## src/rtl/sc_cgra_pkg.sv

```systemverilog
// Shared types and defaults for the stochastic-computing multiplier scheduler.
package sc_cgra_pkg;

    localparam int DEF_DATA_WIDTH    = 8;
    localparam int DEF_STREAM_LENGTH = 16;

    typedef enum logic [1:0] {
        IDLE = 2'd0,
        RUN  = 2'd1,
        RESP = 2'd2
    } state_t;

endpackage

```

## src/rtl/sc_rr_arbiter.sv

```systemverilog
// Round-robin grant: first valid requester found cyclically after last_grant.
module sc_rr_arbiter #(
    parameter int N  = 4,
    parameter int IW = (N > 1) ? $clog2(N) : 1
) (
    input  logic [N-1:0]  req_valid_i,
    input  logic [IW-1:0] last_grant_i,
    output logic [N-1:0]  grant_o
);

    logic [IW-1:0] idx;
    logic          found;

    always_comb begin
        grant_o = '0;
        found   = 1'b0;
        idx     = '0;
        for (int i = 1; i <= N; i++) begin
            idx = IW'((int'(last_grant_i) + i) % N);
            if (!found && req_valid_i[idx]) begin
                grant_o[idx] = 1'b1;
                found        = 1'b1;
            end
        end
    end

endmodule

```

## src/rtl/sc_mul_sched.sv

```systemverilog
// Schedules requesters onto one shared SC multiplier; optional zero-operand
// bypass enabled by SC_MUL_SCHED_ZERO_SKIP_EN.
module sc_mul_sched
    import sc_cgra_pkg::*;
#(
    parameter int DATA_WIDTH    = DEF_DATA_WIDTH,
    parameter int NUM_REQ       = 4,
    parameter int STREAM_LENGTH = DEF_STREAM_LENGTH
) (
    input  logic                            clk,
    input  logic                            rst,
    input  logic [NUM_REQ-1:0]              req_valid,
    output logic [NUM_REQ-1:0]              req_ready,
    input  logic [NUM_REQ*DATA_WIDTH-1:0]   req_a,
    input  logic [NUM_REQ*DATA_WIDTH-1:0]   req_b,
    output logic [DATA_WIDTH-1:0]           mul_a,
    output logic [DATA_WIDTH-1:0]           mul_b,
    output logic                            mul_start,
    input  logic [2*DATA_WIDTH-1:0]         mul_result,
    output logic                            rsp_valid,
    input  logic                            rsp_ready,
    output logic [$clog2(NUM_REQ)-1:0]      rsp_id,
    output logic [2*DATA_WIDTH-1:0]         rsp_data,
    output logic                            busy
);

    localparam int IW = $clog2(NUM_REQ);
    localparam int CW = $clog2(STREAM_LENGTH);
    localparam logic [CW-1:0] CNT_LOAD = CW'(STREAM_LENGTH - 1);

    state_t                  state_q;
    logic [CW-1:0]           cnt_q;
    logic [IW-1:0]           last_q;
    logic [IW-1:0]           id_q;
    logic [DATA_WIDTH-1:0]   a_q;
    logic [DATA_WIDTH-1:0]   b_q;
    logic                    start_q;
    logic                    rsp_valid_q;
    logic [IW-1:0]           rsp_id_q;
    logic [2*DATA_WIDTH-1:0] rsp_data_q;

    logic [NUM_REQ-1:0]      gnt;
    logic [IW-1:0]           gidx;
    logic [DATA_WIDTH-1:0]   a_sel;
    logic [DATA_WIDTH-1:0]   b_sel;
    logic                    accept;

    sc_rr_arbiter #(
        .N  (NUM_REQ),
        .IW (IW)
    ) u_arb (
        .req_valid_i  (req_valid),
        .last_grant_i (last_q),
        .grant_o      (gnt)
    );

    always_comb begin
        a_sel = '0;
        b_sel = '0;
        gidx  = '0;
        for (int i = 0; i < NUM_REQ; i++) begin
            if (gnt[i]) begin
                a_sel = req_a[i*DATA_WIDTH +: DATA_WIDTH];
                b_sel = req_b[i*DATA_WIDTH +: DATA_WIDTH];
                gidx  = IW'(i);
            end
        end
    end

    // Ready is gated by rst so it reads 0 while reset is held.
    assign req_ready = gnt & {NUM_REQ{rst && (state_q == IDLE)}};
    assign accept    = |(req_valid & req_ready);

    always_ff @(posedge clk or negedge rst) begin
        if (!rst) begin
            state_q     <= IDLE;
            cnt_q       <= '0;
            last_q      <= IW'(NUM_REQ - 1);
            id_q        <= '0;
            a_q         <= '0;
            b_q         <= '0;
            start_q     <= 1'b0;
            rsp_valid_q <= 1'b0;
            rsp_id_q    <= '0;
            rsp_data_q  <= '0;
        end else begin
            start_q <= 1'b0;
            unique case (state_q)
                IDLE: begin
                    if (accept) begin
                        a_q    <= a_sel;
                        b_q    <= b_sel;
                        id_q   <= gidx;
                        last_q <= gidx;
                        cnt_q  <= CNT_LOAD;
`ifdef SC_MUL_SCHED_ZERO_SKIP_EN
                        if (a_sel == '0 || b_sel == '0) begin
                            rsp_data_q  <= '0;
                            rsp_id_q    <= gidx;
                            rsp_valid_q <= 1'b1;
                            state_q     <= RESP;
                        end else begin
                            start_q <= 1'b1;
                            state_q <= RUN;
                        end
`else
                        start_q <= 1'b1;
                        state_q <= RUN;
`endif
                    end
                end
                RUN: begin
                    if (cnt_q == '0) begin
                        rsp_data_q  <= mul_result;
                        rsp_id_q    <= id_q;
                        rsp_valid_q <= 1'b1;
                        state_q     <= RESP;
                    end else begin
                        cnt_q <= cnt_q - 1'b1;
                    end
                end
                RESP: begin
                    if (rsp_ready) begin
                        rsp_valid_q <= 1'b0;
                        state_q     <= IDLE;
                    end
                end
                default: state_q <= IDLE;
            endcase
        end
    end

    assign mul_a     = a_q;
    assign mul_b     = b_q;
    assign mul_start = start_q;
    assign rsp_valid = rsp_valid_q;
    assign rsp_id    = rsp_id_q;
    assign rsp_data  = rsp_data_q;
    assign busy      = (state_q != IDLE);

endmodule

```

## config.mk

```make
export PLATFORM = sky130hd
export DESIGN_NAME = sc_mul_sched
export DESIGN_NICKNAME = d
export VERILOG_FILES = /design/src/rtl/sc_cgra_pkg.sv /design/src/rtl/sc_rr_arbiter.sv /design/src/rtl/sc_mul_sched.sv
export SDC_FILE = /design/constraint.sdc
export NUM_CORES = 1
export LEC_CHECK = 0
export CORE_MARGIN = 4
export CORE_UTILIZATION = 45
export DETAILED_ROUTE_END_ITERATION = 8
export PLACE_DENSITY = 0.86
export SLEW_MARGIN = 0
export SYNTH_ARGS = -nofsm -noshare
export SYNTH_HDL_FRONTEND = slang
export SYNTH_HIERARCHICAL = 1
export SYNTH_SLANG_ARGS = --single-unit
```

## constraint.sdc

```tcl
create_clock -name clk -period 9.05 [get_ports clk]
set_clock_uncertainty 0.2 [all_clocks]
set_input_delay 1.3575 -clock clk [delete_from_list [all_inputs] [get_ports clk]]
set_output_delay 1.3575 -clock clk [all_outputs]
set_load 0.005 [all_outputs]
```

==> flow_summary.ini <==
[pwr]
leakage_nw = 1.72
p_int_uw = 903
power.density_mw_per_mm2 = 349
switching_power_uw = 578
ir_worst_vdd_mv = 0.217
clock_power_share = 0.130
p_sw_frac = 0.390
comb_power_share = 0.613
pwr-share-seq = 0.257

[yosys]
ys.flop_type = dfrtp_1
synth-seq-cells = 46
ys_types = 46
ys_warn_count = 6
synth_area_mm2 = 0.00284
synth_nets = 332
netlist_instances = 236
syn_avg_cell_area_um2 = 12.0
synth_edf_count = 0
ys_seq_area_frac = 0.406
async_flop_share = 1.00

[drt]
drt_iter0_drc = 140
met1_length_um = 3420
ant_nets = 0
met2_length_um = 4030
via_per_inst = 5.88
highest_layer = met4
met3_length_um = 864
drc = 0
wl_per_cell_um = 19.4
dr.pass1.iters = 6
wl_um = 8430
vias = 2553

[clocking]
worstSkewPairLatency_ns = 0.30
h-tree-depth = 2
clock_path_buffers = 2
tritoncts = yes
cts_root_buf = clkbuf_8
cts_setup_buffers = 0
cts_hold_buffers = 0
cts.sinks = 46
clkTransAtPathRegs_ns = 0.09
cts_repair_resize_count = 0
numCtsBuffers = 5

[final_layout]
antennaDiodeCount = 0
drive_above_1_share = 0.170
syn_to_final_growth_pct = 49.2
multiInputGateArea_mm2 = 0.00149
final_cell_mix = 126 x clkdlybuf4s50_1, 44 x dfrtp_1, 17 x a221oi_1, 16 x mux2_2, 15 x a222oi_1
fill_cells = 458
seqCellArea_mm2 = 0.00115
mostFrequentLayoutCell = clkdlybuf4s50_1
nNetsFinal = 454

[sta]
slew_violations = 0
slew_headroom = 0.262
finalSetupViolCount = 0
finalCritPeriodShare = 0.625
timing.fmax_mhz = 177
hold_viol_final = 0
rsz0062_at_grt = false
period_minus_slack_ns = 5.66
worst_slew_pin_slew_ns = 1.10
fin_tns_setup_ns = 0
worst_slack_ns = 3.39

[grt]
first_global_vias = 2643
grt-ovfl-total = 0
grt_start_max_net_pins = 49
grt_pass1_wl_um = 13100
grt_use_total = 0.222
antenna_found_initial = 0

[worst_setup_path]
cp.arrival_ns = 4.10
worst-path-max-fanout = 25
cp-start-kind = input port
critPathKind = in2out
critPathCaptureType = output port
cp_data_required_time_ns = 7.49

[placed_design]
dp_hpwl_um = 5980
place.gp.congestion = 0.824
port_buffers = 127
dp_slack_ns = 3.39

[die]
start_util = 0.472
placementRows = 28
coreArea_mm2 = 0.00603
dieArea_mm2 = 0.00765
ios = 128
die_width_um = 87.5
die_y_um = 87.5

[outcome]
outcome = completed

[job]
maxCapViolCount = 0

[min_path]
min_path_type = reg2reg
## final cells by class
class | instances | area share
inverter | 15 | 0.0162
tap | 75 | 0.0221
timing repair buffer | 130 | 0.304
sequential | 46 | 0.272
clock inverter | 2 | 0.0142
multi-input combinational | 160 | 0.352
clock buffer | 6 | 0.0195
## Yosys cell counts (7+ instances only)
cell type	n	area, um^2
a221oi_1	17	149
a222oi_1	15	150
nor2b_1	8	50.1
a2bb2oi_2	9	135
ha_1	9	113
mux2_2	16	180
o21ai_0	7	35.0
dfrtp_1	44	1100
and2b_2	8	70.1
a21oi_1	12	60.1
inv_1	14	52.6
a2bb2oi_1	7	61.3
nand2_1	7	26.3
## path summary, 6_finish.rpt
check,start,end,slack [ns],cells after the start
worst max-delay path,req_valid[1],req_ready[3],3.39,8
worst min-delay path,rsp_data[7],rsp_data[7],0.31,1
worst max register to register,last_q[0],cnt_q[3],4.77,10
worst min register to register,rsp_data[7],rsp_data[7],0.31,1
max in group asynchronous,rst,mul_a[6],7.29,2
min in group asynchronous,rst,state_q[1],0.95,2
## logic make-up after synthesis
group,share of synthesized area
DFF,0.406
muxes,0.0977
buffers and inverters,0.0691
AOI/OAI and AO/OA,0.252
xor gates and xnor gates,0.00616
adders and majority gates,0.0396
and+or+nand+nor,0.129
## metal layers
| layer | track usage | vias up |
|---|---|---|
| li1 | - | 1170 |
| met1 | 0.263 | 1242 |
| met2 | 0.368 | 128 |
| met3 | 0.0823 | 13 |
| met4 | 0.0767 | 0 |
| met5 | 0 | - |
## worst max-delay path, stage by stage
cell and delay (ns):
clkdlybuf4s50_1 0.50, mux4_2 0.62, nor4b_4 0.39, nand2_1 0.11, o211ai_1 0.10, buf_4 0.33
and2_1 0.18, clkdlybuf4s50_1 0.49
## flip-flops by register name, indices dropped and copies added (netlist names)
signal,cells
cnt_q,4
id_q,2
last_q,2
mul_a,8
mul_b,8
mul_start,1
rsp_data,16
rsp_id,2
rsp_valid,1
state_q,2
## metrics by stage
stage / hold slack [ns] / std cells / instance area, um^2 / util / total power, mW
2_1_floorplan: 0.278 / 236 / 2840 / - / 0.977
6_report: 0.308 / 434 / 4240 / 0.704 / 1.48
3_3_place_gp: 0.288 / 426 / 4100 / 0.680 / 1.26
4_1_cts: 0.314 / 434 / 4240 / 0.704 / 1.49
5_1_grt: 0.334 / 434 / 4240 / 0.704 / 1.59
3_5_place_dp: 0.293 / 426 / 4100 / 0.680 / 1.29
## power groups by stage
stage                     combinational [mW]  clock (mW)  sequential, mW
after global placement                 0.884           0           0.379
after floorplan                        0.595           0           0.382
after global routing                   0.992       0.203           0.394
after CTS                              0.913       0.195           0.381
final                                  0.909       0.192           0.381
after detailed placement               0.908           0           0.384
Note: power is estimated with default switching activity, not from simulation.
